$ cat config.mk
export PLATFORM = sky130hd
export DESIGN_NAME = hmmm_boot_loader
export DESIGN_NICKNAME = d
export VERILOG_FILES = /design/src/rtl/hmmm_boot_loader.sv
export SDC_FILE = /design/constraint.sdc
export NUM_CORES = 1
export LEC_CHECK = 0
export CORE_MARGIN = 3
export CORE_UTILIZATION = 45
export CTS_BUF_LIST = sky130_fd_sc_hd__clkbuf_8
export DETAILED_ROUTE_END_ITERATION = 6
export PLACE_DENSITY_LB_ADDON = 0.2
export SETUP_SLACK_MARGIN = 0.2
export SYNTH_ARGS = -nofsm -noshare
export SYNTH_HDL_FRONTEND = slang
export SYNTH_SLANG_ARGS = --single-unit
export TNS_END_PERCENT = 10
$ cat constraint.sdc
create_clock -name ph1 -period 5.3 [get_ports ph1]
set_input_delay 1.06 -clock ph1 [delete_from_list [all_inputs] [get_ports ph1]]
set_output_delay 1.06 -clock ph1 [all_outputs]
set_load 0.005 [all_outputs]
$ cat src/rtl/hmmm_boot_loader.sv
// hmmm_boot_loader
//   Boot sequencer and memory-bus arbiter. While the core is held in reset a
//   host streams a load command ('L', start address, word count, then HI/LO
//   byte pairs) over a valid/ready byte link; each assembled word is written
//   to the external memory in a one-cycle WRITE state. 'G' hands the bus to
//   the core and releases its reset; 'H' takes the bus back.
// Ports:
//   ph1, reset                 clock, synchronous active-high reset
//   host_valid/data/ready      host byte link (ready decoded from state only)
//   cpu_adr/we/wdata           core bus, passed to memory only in RUN
//   mem_adr/wdata/we/be        external memory bus
//   cpu_reset                  core reset, high in every state except RUN
//   err                        sticky: unknown command byte seen in IDLE
//   words_loaded               words written since the last 'L'
module hmmm_boot_loader #(
  parameter int ADDR_W = 8,
  parameter int WORD_W = 15
) (
  input  logic              ph1,
  input  logic              reset,
  input  logic              host_valid,
  input  logic [7:0]        host_data,
  output logic              host_ready,
  input  logic [ADDR_W-1:0] cpu_adr,
  input  logic              cpu_we,
  input  logic [7:0]        cpu_wdata,
  output logic [ADDR_W-1:0] mem_adr,
  output logic [WORD_W-1:0] mem_wdata,
  output logic              mem_we,
  output logic [1:0]        mem_be,
  output logic              cpu_reset,
  output logic              err,
  output logic [ADDR_W:0]   words_loaded
);

  typedef enum logic [2:0] {
    S_IDLE,
    S_ADR,
    S_CNT,
    S_HI,
    S_LO,
    S_WRITE,
    S_RUN
  } state_t;

  localparam logic [ADDR_W:0] CNT_ONE  = {{ADDR_W{1'b0}}, 1'b1};
  localparam logic [ADDR_W:0] CNT_FULL = {1'b1, {ADDR_W{1'b0}}};

  state_t            state, state_d;
  logic [ADDR_W-1:0] load_adr;
  logic [ADDR_W:0]   remaining;
  logic [6:0]        hi_q;
  logic [7:0]        lo_q;

  logic accept;
  logic set_err, clr_loaded, ld_adr, ld_cnt, ld_hi, ld_lo, adv;

  assign accept = host_valid & host_ready;

  always_ff @(posedge ph1) begin
    if (reset) begin
      state        <= S_IDLE;
      err          <= 1'b0;
      words_loaded <= '0;
      load_adr     <= '0;
      remaining    <= '0;
      hi_q         <= '0;
      lo_q         <= '0;
      cpu_reset    <= 1'b1;
    end else begin
      state     <= state_d;
      // Registered so cpu_reset changes on the same edge as the state it decodes
      cpu_reset <= (state_d != S_RUN);
      if (set_err)    err          <= 1'b1;
      if (clr_loaded) words_loaded <= '0;
      if (ld_adr)     load_adr     <= ADDR_W'(host_data);
      // A count byte of zero selects the full 2^ADDR_W words
      if (ld_cnt)     remaining    <= (host_data == 8'h00) ? CNT_FULL
                                                           : (ADDR_W+1)'(host_data);
      if (ld_hi)      hi_q         <= host_data[6:0];
      if (ld_lo)      lo_q         <= host_data;
      if (adv) begin
        load_adr     <= load_adr + 1'b1;
        words_loaded <= words_loaded + 1'b1;
        remaining    <= remaining - 1'b1;
      end
    end
  end

  always_comb begin
    state_d    = state;
    set_err    = 1'b0;
    clr_loaded = 1'b0;
    ld_adr     = 1'b0;
    ld_cnt     = 1'b0;
    ld_hi      = 1'b0;
    ld_lo      = 1'b0;
    adv        = 1'b0;

    host_ready = (state != S_WRITE);
    mem_adr    = load_adr;
    mem_wdata  = '0;
    mem_we     = 1'b0;
    mem_be     = 2'b00;

    unique case (state)
      S_IDLE: begin
        if (accept) begin
          if (host_data == 8'h4C) begin
            state_d    = S_ADR;
            clr_loaded = 1'b1;
          end else if (host_data == 8'h47) begin
            state_d = S_RUN;
          end else begin
            set_err = 1'b1;
          end
        end
      end
      S_ADR: begin
        if (accept) begin
          ld_adr  = 1'b1;
          state_d = S_CNT;
        end
      end
      S_CNT: begin
        if (accept) begin
          ld_cnt  = 1'b1;
          state_d = S_HI;
        end
      end
      S_HI: begin
        if (accept) begin
          ld_hi   = 1'b1;
          state_d = S_LO;
        end
      end
      S_LO: begin
        if (accept) begin
          ld_lo   = 1'b1;
          state_d = S_WRITE;
        end
      end
      S_WRITE: begin
        mem_we    = 1'b1;
        mem_be    = 2'b11;
        mem_wdata = WORD_W'({hi_q, lo_q});
        adv       = 1'b1;
        state_d   = (remaining == CNT_ONE) ? S_IDLE : S_HI;
      end
      S_RUN: begin
        mem_adr   = cpu_adr;
        mem_we    = cpu_we;
        mem_wdata = WORD_W'(cpu_wdata);
        mem_be    = {1'b0, cpu_we};
        if (accept && host_data == 8'h48) state_d = S_IDLE;
      end
      default: state_d = S_IDLE;
    endcase
  end

endmodule

==> results.toml <==
[worst_setup_path]
end_kind = "output port"
start_kind = "register"
r2r_start = "state[2]$_SDFF_PP0_"
critical_path_required_ns = 4.24
crit_buf_inv = 2
cp.arrival_ns = 2.68
reg2reg_slack_ns = 2.78
cp_top_family = "buffers and inverters"
path_cells = "nand3b_4 > clkinv_2 > a22o_1 > clkdlybuf4s50_1"
critPathSlowestCell = "dfxtp_1"
cpPeakStageDelay_ns = 0.70
reg2regPathDepth = 5
critPathMaxFanout = 37
worst-setup-path-type = "reg -> out"
r2r-end = "remaining[7]$_SDFFE_PP0P_"

[power_and_ir_drop]
ir_worst_vdd_v = 0.0000955
swShare_pct = 22.9
p_leak_uw = 0.00114
p_int_uw = 458
power_frac_clock_pct = 33.9
seqPwrFrac_pct = 58.4
p_per_area_nw_per_um2 = 181
combPwrFrac_pct = 7.6
p_sw_uw = 136

[synth]
ys_ff_latch = 46
synth_commonest_cells = "nand2_1 (48), dfxtp_1 (46), a21oi_1 (38)"
syn_inst = 322
synth_area_leader_cell = "dfxtp_1"
synth.area.top_cells = "dfxtp_1 (36%), a21oi_1 (7.5%), nand2_1 (7.1%)"
synth-seq-area-share_pct = 36.1
netlist_area_sq_um = 2550
synth-edff-count = 0
synth_most_common_cell = "nand2_1"
syn_nets = 354
synth-main-ff-cell = "dfxtp_1"
syn_area_per_cell_sq_um = 7.92
synthArstFlopShare_pct = 0
synth_top_area_share_pct = 36.1
synth.distinct_cells = 54
ys.warnings.count = 0

[sta]
maxSlewHeadroom_pct = 38.0
fin_crit_sh_pct = 70.5
hold_violations = 0
whs_ns = 0.457
finalSetupTns_ns = 0
skew_ns = 0.0100
grt_setup_unrepaired = "no"
period_needed_ns = 3.74
setup_viol = 0
fmax_mhz = 268
tightest_slew_ns = 0.928
slew_violations = 0

[cells_and_area]
drive_gt1_share_pct = 6.68
final_cell_area_sq_um = 3280
area_delta_synth_final_pct = 28.5
nets = 406
fin_util_pct = 61.8
diodes = 0

[drt]
wl_um = 6820
vias = 2541
final_antenna_net_count = 0
viasPerCell = 5.72
drtPass1Iterations = 4
drcViolationCount = 0
wire_per_inst_um = 15.4
drt_iter0_markers = 170

[clock_network]
postCtsSetupRepairBufs = 0
cts_sinks = 46
cts_tree = "yes"
cts_hold_buf = 0
ctsResizeCount = 0
cts_buffers = 5
clk_latency_ns = 0.30
clkTransAtPathRegs_ns = 0.08
cts_buffer_depth = 2
cts_htree_levels = 2
cts_root_buf = "clkbuf_8"

[global_routing]
antenna_found_initial = 0
track_usage_pct = 21.3
grt_max_degree = 38
grt_overflow = 0
grt_pass1_vias = 2294
grt_pass1_wl_um = 11100

[die]
die-height_um = 81.3
dieArea_sq_um = 6610
io_pins = 66
rows = 26
die_w_um = 81.3
initial_utilization_pct = 48.1
coreArea_sq_um = 5300

[worst_hold_path]
min_from = "hi_q[3]$_SDFFE_PP0P_"
worst_hold_path.endpoint = "hi_q[3]$_SDFFE_PP0P_"
hold_class = "reg -> reg"
worstHoldPathCells = 2

[placement]
portBuffers = 65
dp_hpwl_um = 4670
routabilityCongestion = 0.854
place_area_sq_um = 3200

[job]
max_cap_violations = 0

[status]
status = "complete, no violations"
-- per-layer routing --
metal  up-vias  GRT usage (%)  routed length (um)
met5         -              0                   0
met3         8           4.77                 487
li1       1281              -                   -
met4         0           7.60                  91
met1      1175           29.3                3100
met2        77           32.6                3140
-- layout make-up --
class | instances | area, sq um
inverters | 4 | 16.3
well taps | 70 | 87.6
flip-flops and latches | 46 | 921
fillers | 466 | 2030
multi-input cells | 250 | 1510
clock buffers | 5 | 68.8
repair buffers | 67 | 666
clock inverters | 2 | 7.51
-- logic make-up (layout without fill, tap and decap cells) --
family / Yosys count / in the layout / share of synthesized area [%]
and+or+nand+nor: 145 / 145 / 29.7
AOI/OAI and AO/OA: 90 / 90 / 22.8
DFF: 46 / 46 / 36.1
buffers and inverters: 26 / 78 / 4.71
muxes: 9 / 9 / 3.97
adders and majority gates: 4 / 4 / 1.96
xor gates and xnor gates: 2 / 2 / 0.687
-- worst max path at each step --
stage / cells past startpoint / start / end / slack [ns]
floorplan: 6 / state[2]$_SDFF_PP0_ / mem_adr[6] / 2.77
global placement: 4 / state[2]$_SDFF_PP0_ / mem_adr[0] / 1.95
detailed placement: 4 / state[1]$_SDFF_PP0_ / mem_wdata[0] / 1.91
CTS: 4 / state[1]$_SDFF_PP0_ / mem_wdata[0] / 1.57
global route: 4 / state[2]$_SDFF_PP0_ / mem_adr[1] / 1.37
finish: 4 / state[2]$_SDFF_PP0_ / mem_wdata[3] / 1.56
-- registers in the layout (all words and copies together) (netlist names) --
name,flops
cpu_reset,1
err,1
hi_q,7
lo_q,8
load_adr,8
remaining,9
state,3
words_loaded,9
-- power groups by stage --
stage	Combinational, uW	Clock [uW]	Sequential, uW
floorplan	14.7	0	355
global placement	44.8	0	355
detailed placement	45.1	0	355
CTS	45.3	204	347
global route	48.8	219	347
finish	45.2	202	347
-- placed cells by master, fill, tap and decap left out, types with 4 or more instances in the layout --
master | netlist | layout
and3_1 | 7 | 7
clkdlybuf4s50_1 | 0 | 65
nand4_1 | 5 | 5
mux2_2 | 9 | 9
o21ai_0 | 10 | 10
nor3_1 | 9 | 9
ha_1 | 4 | 4
nand2_1 | 48 | 48
inv_1 | 3 | 5
nand2b_1 | 4 | 4
clkbuf_8 | 0 | 5
dfxtp_1 | 46 | 46
a22o_1 | 8 | 8
a311oi_1 | 5 | 5
nand3_1 | 18 | 18
a21oi_1 | 38 | 38
a31oi_1 | 8 | 8
and2_1 | 11 | 11
nor2_1 | 19 | 19
-- stage by stage --
stage / std cells / setup slack, ns / total power [uW]
2_1_floorplan: 322 / 2.77 / 370
3_3_place_gp: 437 / 1.95 / 400
3_5_place_dp: 437 / 1.91 / 400
5_1_grt: 444 / 1.37 / 615
6_report: 444 / 1.56 / 594
4_1_cts: 444 / 1.57 / 596
-- tightest hold or removal path: stages, from the launching register on --
cell and delay (ns):
dfxtp_1 0.31, nand2_1 0.05, a21oi_1 0.05
Note: power is estimated with default switching activity, not from simulation.
